### src/rtl/param_sq_wave_gen.sv
// -----------------------------------------------------------------------------
// param_sq_wave_gen
//   Multi-voice square-wave sample generator. Each voice owns a phase
//   accumulator, a frequency control word (FCW) and a duty mode. On every
//   next_sample pulse the levels of all voices are summed into the registered
//   output code and every accumulator advances by its FCW. Four debounced
//   button pulses tune the currently selected voice.
//
// Ports
//   clk          system clock
//   rst          asynchronous active-high reset
//   next_sample  single-cycle pulse: produce the next sample
//   buttons[0]   FCW up   (saturates at 2^(ACC_WIDTH-1)-1)
//   buttons[1]   FCW down (saturates at 0)
//   buttons[2]   select next voice (wraps)
//   buttons[3]   cycle duty of selected voice: 50% -> 25% -> 12.5% -> 50%
//   code         registered mixed sample code
//   leds         {duty of selected voice, selected voice index}
// -----------------------------------------------------------------------------
module param_sq_wave_gen #(
  parameter int unsigned CODE_WIDTH = 10,
  parameter int unsigned VOICES     = 2,   // 1, 2 or 4
  parameter int unsigned ACC_WIDTH  = 24,
  parameter int unsigned INIT_FCW   = 60473,
  parameter int unsigned FCW_STEP   = 256
) (
  input  logic                  clk,
  input  logic                  rst,
  input  logic                  next_sample,
  input  logic [3:0]            buttons,
  output logic [CODE_WIDTH-1:0] code,
  output logic [3:0]            leds
);

  typedef enum logic [1:0] {
    DUTY_50 = 2'd0,
    DUTY_25 = 2'd1,
    DUTY_12 = 2'd2
  } duty_e;

  // Per-voice amplitude chosen so that VOICES voices at full level can never
  // overflow the code register.
  localparam logic [CODE_WIDTH-1:0] HIGH     = CODE_WIDTH'((2 ** CODE_WIDTH) / VOICES - 1);
  localparam logic [ACC_WIDTH:0]    FCW_MAX  = (ACC_WIDTH + 1)'((longint'(1) << (ACC_WIDTH - 1)) - 1);
  localparam logic [ACC_WIDTH:0]    STEP     = (ACC_WIDTH + 1)'(FCW_STEP);
  localparam logic [ACC_WIDTH-1:0]  FCW_RST  = ACC_WIDTH'(INIT_FCW);
  localparam logic [1:0]            SEL_LAST = 2'(VOICES - 1);

  logic [ACC_WIDTH-1:0]  acc_q  [VOICES];
  logic [ACC_WIDTH-1:0]  acc_d  [VOICES];
  logic [ACC_WIDTH-1:0]  fcw_q  [VOICES];
  logic [ACC_WIDTH-1:0]  fcw_d  [VOICES];
  duty_e                 duty_q [VOICES];
  duty_e                 duty_d [VOICES];
  logic [1:0]            sel_q, sel_d;
  logic [CODE_WIDTH-1:0] code_q, code_d;

  logic [VOICES-1:0]     voice_on;
  logic [CODE_WIDTH-1:0] sample_sum;
  duty_e                 duty_sel;

  // Saturating FCW arithmetic, done one bit wider so the carry is visible.
  function automatic logic [ACC_WIDTH-1:0] fcw_up(input logic [ACC_WIDTH-1:0] f);
    logic [ACC_WIDTH:0] s;
    s = {1'b0, f} + STEP;
    return (s > FCW_MAX) ? FCW_MAX[ACC_WIDTH-1:0] : s[ACC_WIDTH-1:0];
  endfunction

  function automatic logic [ACC_WIDTH-1:0] fcw_down(input logic [ACC_WIDTH-1:0] f);
    return ({1'b0, f} < STEP) ? '0 : f - STEP[ACC_WIDTH-1:0];
  endfunction

  // A voice is high while the top 1/2/3 accumulator bits are all zero;
  // a zero FCW mutes the voice whatever phase it was frozen at.
  always_comb begin
    // NOTE: every signal gets a default before any conditional assignment,
    // otherwise the tool infers a latch for the paths that skip it.
    voice_on   = '0;
    sample_sum = '0;
    for (int v = 0; v < int'(VOICES); v++) begin
      unique case (duty_q[v])
        DUTY_50: voice_on[v] = ~acc_q[v][ACC_WIDTH-1];
        DUTY_25: voice_on[v] = (acc_q[v][ACC_WIDTH-1 -: 2] == 2'b00);
        default: voice_on[v] = (acc_q[v][ACC_WIDTH-1 -: 3] == 3'b000);
      endcase
      if (voice_on[v] && (fcw_q[v] != '0)) begin
        sample_sum = sample_sum + HIGH;
      end
    end
  end

  // Next-state logic. Buttons act on the voice selected before this edge, and
  // the accumulators always advance with the pre-edge FCW.
  always_comb begin
    code_d = next_sample ? sample_sum : code_q;
    sel_d  = sel_q;
    if (buttons[2]) begin
      sel_d = (sel_q == SEL_LAST) ? 2'd0 : sel_q + 2'd1;
    end
    for (int v = 0; v < int'(VOICES); v++) begin
      acc_d[v]  = next_sample ? acc_q[v] + fcw_q[v] : acc_q[v];
      fcw_d[v]  = fcw_q[v];
      duty_d[v] = duty_q[v];
      if (sel_q == 2'(v)) begin
        if (buttons[0] && !buttons[1]) begin
          fcw_d[v] = fcw_up(fcw_q[v]);
        end else if (buttons[1] && !buttons[0]) begin
          fcw_d[v] = fcw_down(fcw_q[v]);
        end
        if (buttons[3]) begin
          unique case (duty_q[v])
            DUTY_50: duty_d[v] = DUTY_25;
            DUTY_25: duty_d[v] = DUTY_12;
            default: duty_d[v] = DUTY_50;
          endcase
        end
      end
    end
  end

  always_ff @(posedge clk or posedge rst) begin
    if (rst) begin
      // NOTE: these per-voice arrays are plain registers, not a RAM, so they
      // are reset like any other flop.
      for (int v = 0; v < int'(VOICES); v++) begin
        acc_q[v]  <= '0;
        fcw_q[v]  <= FCW_RST;
        duty_q[v] <= DUTY_50;
      end
      sel_q  <= '0;
      code_q <= '0;
    end else begin
      // NOTE: non-blocking assignments so every flop samples pre-edge values.
      for (int v = 0; v < int'(VOICES); v++) begin
        acc_q[v]  <= acc_d[v];
        fcw_q[v]  <= fcw_d[v];
        duty_q[v] <= duty_d[v];
      end
      sel_q  <= sel_d;
      code_q <= code_d;
    end
  end

  always_comb begin
    duty_sel = DUTY_50;
    for (int v = 0; v < int'(VOICES); v++) begin
      if (sel_q == 2'(v)) begin
        duty_sel = duty_q[v];
      end
    end
  end

  assign leds = {duty_sel, sel_q};
  assign code = code_q;

endmodule

### config.mk
export PLATFORM = sky130hd
export DESIGN_NAME = param_sq_wave_gen
export DESIGN_NICKNAME = d
export VERILOG_FILES = /design/src/rtl/param_sq_wave_gen.sv
export SDC_FILE = /design/constraint.sdc
export NUM_CORES = 1
export LEC_CHECK = 0
export ABC_AREA = 1
export CAP_MARGIN = 20
export CORE_UTILIZATION = 40
export CTS_BUF_LIST = sky130_fd_sc_hd__clkbuf_4
export CTS_CLUSTER_DIAMETER = 200
export CTS_CLUSTER_SIZE = 40
export DETAILED_ROUTE_END_ITERATION = 8
export GPL_TIMING_DRIVEN = 1
export PLACE_DENSITY = 0.53
export SLEW_MARGIN = 5
export SYNTH_ARGS = -nofsm -noshare
export SYNTH_HDL_FRONTEND = slang
export SYNTH_SLANG_ARGS = --single-unit
### constraint.sdc
create_clock -name clk -period 4.1 [get_ports clk]
set_input_delay 1.23 -clock clk [delete_from_list [all_inputs] [get_ports clk]]
set_output_delay 1.23 -clock clk [all_outputs]
set_load 0.05 [all_outputs]
==> out/qor.yml <==
synth-main-ff-cell: "dfrtp_1"
status: "complete, no violations"
async_reset_ff_share_pct: 100.0
mostFrequentLayoutCells: "nand2_1, nor2_1, inv_1"
initialDrtViolationCount: 482
clock.fmax_mhz: 288.2
grt_overflow: 0
clk_pin_slew_ns: 0.16
cts.path.max_buffers: 2
first_pass_iters: 5
area_delta_synth_final_pct: 6.133
start_kind: "register"
synth_warnings: 0
cp-end-kind: "primary output"
routedWlPerCell_um: 15.23
r2r_end: "code[0]"
leakagePower_nw: 4.307
syn-num-nets: 1290
period_needed_ns: 3.470
tightest_slew_ns: 0.6224
relSlewSlack_pct: 58.25
grt_setup_unrepaired: "no"
fin_setup_tns_ns: 0
finalPower_mw: 7.610
clock-sinks: 93
drv_cap: 0
netlist_area_um2: 8406
reg2reg_depth: 13
grt_pass1_vias: 7545
path_class: "reg2out"
grt_max_degree: 49
min_from: "code[0]"
start_util_pct: 41.14
rows: 52
synth_edf_count: 0
yosysSeqAreaShare_pct: 27.87
hold_viol_final: 0
core_area_um2: 20430
die_height_um: 147.0
drtAntennaViolNets: 0
critPathArrivalTime_ns: 2.24
cp-startpoint: "sel_q[0]"
gp_congestion: 0.9154
drt_wl_total_um: 22950
worstPathMaxFanout: 6
dp_hpwl_um: 17460
r2r_slack_ns: 1.22
via_count: 7855
whs_ns: 0.4914
htree_num_levels: 3
cts_root_buf: "clkbuf_4"
hold_buffers: 0
cts_resized: 0
place_area_um2: 8781
syn_area_per_cell_um2: 6.856
cts_tree: "yes"
mostFrequentLayoutCell: "nand2_1"
synth_cell_types: 56
remaining_drc_errors: 0
setup_viol: 0
io_buffer_count: 20
power_density_nw_per_um2: 853.1
syn_inst: 1226
crit_required_ns: 2.87
grt.total_usage_pct: 21.98
drv_slew: 0
hold_class: "reg2reg"
fin_skew_ns: 0.01765
grt_first_pass_wirelength_um: 38060
drive_gt1_share_pct: 9.312
vdd_drop_max_v: 0.0003662
cts_setup_buffers: 0
drt-vias-per-instance: 5.212
die-area_um2: 21600
final_area_um2: 8921
nNetsFinal: 1294
ys_ff_latch: 93
antenna_found_initial: 1
die_w_um: 147.0
numCtsBuffers: 9
rr_startpoint: "fcw_q[8]"
crit_path_end: "leds[2]"
clk_latency_ns: 0.50
fin_crit_sh_pct: 84.63
ios: 21
-- metal layers --
metal | track usage (%) | share of wire, % | vias to the layer above
li1 | - | - | 4035
met1 | 29.62 | 49 | 3660
met2 | 37.32 | 47 | 136
met3 | 2.081 | 2.7 | 24
met4 | 6.392 | 1.5 | 0
met5 | 0 | 0 | -
-- flip-flops by register name, indices dropped and copies added, names as in the netlist --
name,cells
code,3
sel_q,2
fcw_q,36
acc_q,48
duty_q,4
-- cell usage after synthesis (4+ instances only) --
cell type    n  area (µm²)
nand2_2      7       43.79
a21oi_1     60       300.3
o22ai_1      7       43.79
a22oi_2      5       62.56
clkinv_1     4       15.01
nand4_1     27       168.9
o21a_1       5       37.54
ha_1        55       688.2
inv_2        6       22.52
o21bai_1     8       60.06
nor3_1      24       120.1
a211oi_1     6       45.04
nand3_2     15       150.1
nor2_1     132       495.5
o21ai_0     72       360.4
xnor2_1     11       96.34
xor2_1      39       341.6
a22oi_1      4       30.03
a31oi_1     18       112.6
buf_2        7       35.03
buf_6        4       45.04
nor2_4       5       56.30
inv_1      130       488.0
nand2_1    322        1209
o21ai_1      6       30.03
nor2_2       9       56.30
or2_2        8       50.05
nand3_1     75       375.4
buf_4        7       52.55
clkbuf_1    14       52.55
dfrtp_1     81        2027
dfstp_2     12       315.3
a21o_1       4       30.03
-- critical path: stages, from the launching register on --
cell	delay (ns)
dfrtp_1	0.47
nor2_1	0.12
inv_1	0.12
o21ai_0	0.19
clkdlybuf4s50_1	0.84
-- worst min path at each step --
| stage | to | slack, ns | cells past startpoint |
|---|---|---|---|
| after global routing | code[0] | 0.52 | 2 |
| final | code[0] | 0.49 | 2 |
| after CTS | code[0] | 0.50 | 2 |
| after global placement | acc_q[0] | 0.46 | 2 |
| after floorplan | acc_q[0] | 0.45 | 2 |
| after detailed placement | code[0] | 0.47 | 2 |
-- cells by family (layout without fill, tap and decap cells) --
kind of cell / after synthesis / in the layout / synth area share, %
DFF: 93 / 93 / 27.87
other: 0 / 2 / 0
buffers and inverters: 179 / 188 / 9.259
AOI/OAI and AO/OA: 206 / 206 / 14.42
xor gates and xnor gates: 51 / 51 / 5.403
muxes: 1 / 1 / 0.1340
and+or+nand+nor: 639 / 639 / 34.25
adders and majority gates: 57 / 57 / 8.663
-- power by group --
| part | total, mW | internal [mW] | leakage [nW] | switching [mW] |
|---|---|---|---|---|
| clock network | 0.564 | 0.197 | 0.0766 | 0.367 |
| logic | 5.11 | 1.86 | 3.13 | 3.26 |
| registers | 1.93 | 1.35 | 1.10 | 0.577 |
| total | 7.61 | 3.41 | 4.31 | 4.20 |
-- final cells by class --
type | count | area [µm²]
tap | 270 | 337.8
sequential | 93 | 2342
fill | 2184 | 11510
inverter | 140 | 528.0
clock buffer | 11 | 82.58
timing repair buffer | 32 | 285.3
multi-input combinational | 954 | 5288
clock inverter | 5 | 52.55
antenna | 2 | 5.005
-- per-stage QoR --
step           std cells  setup slack (ns)  utilization, %
2_1_floorplan       1226            0.4695               -
3_3_place_gp        1489             1.089           42.98
3_5_place_dp        1489             1.077           42.98
4_1_cts             1505            0.5753           43.64
5_1_grt             1507            0.5322           43.67
6_report            1507            0.6302           43.67
No activity file was read; power rests on OpenSTA's default activity.
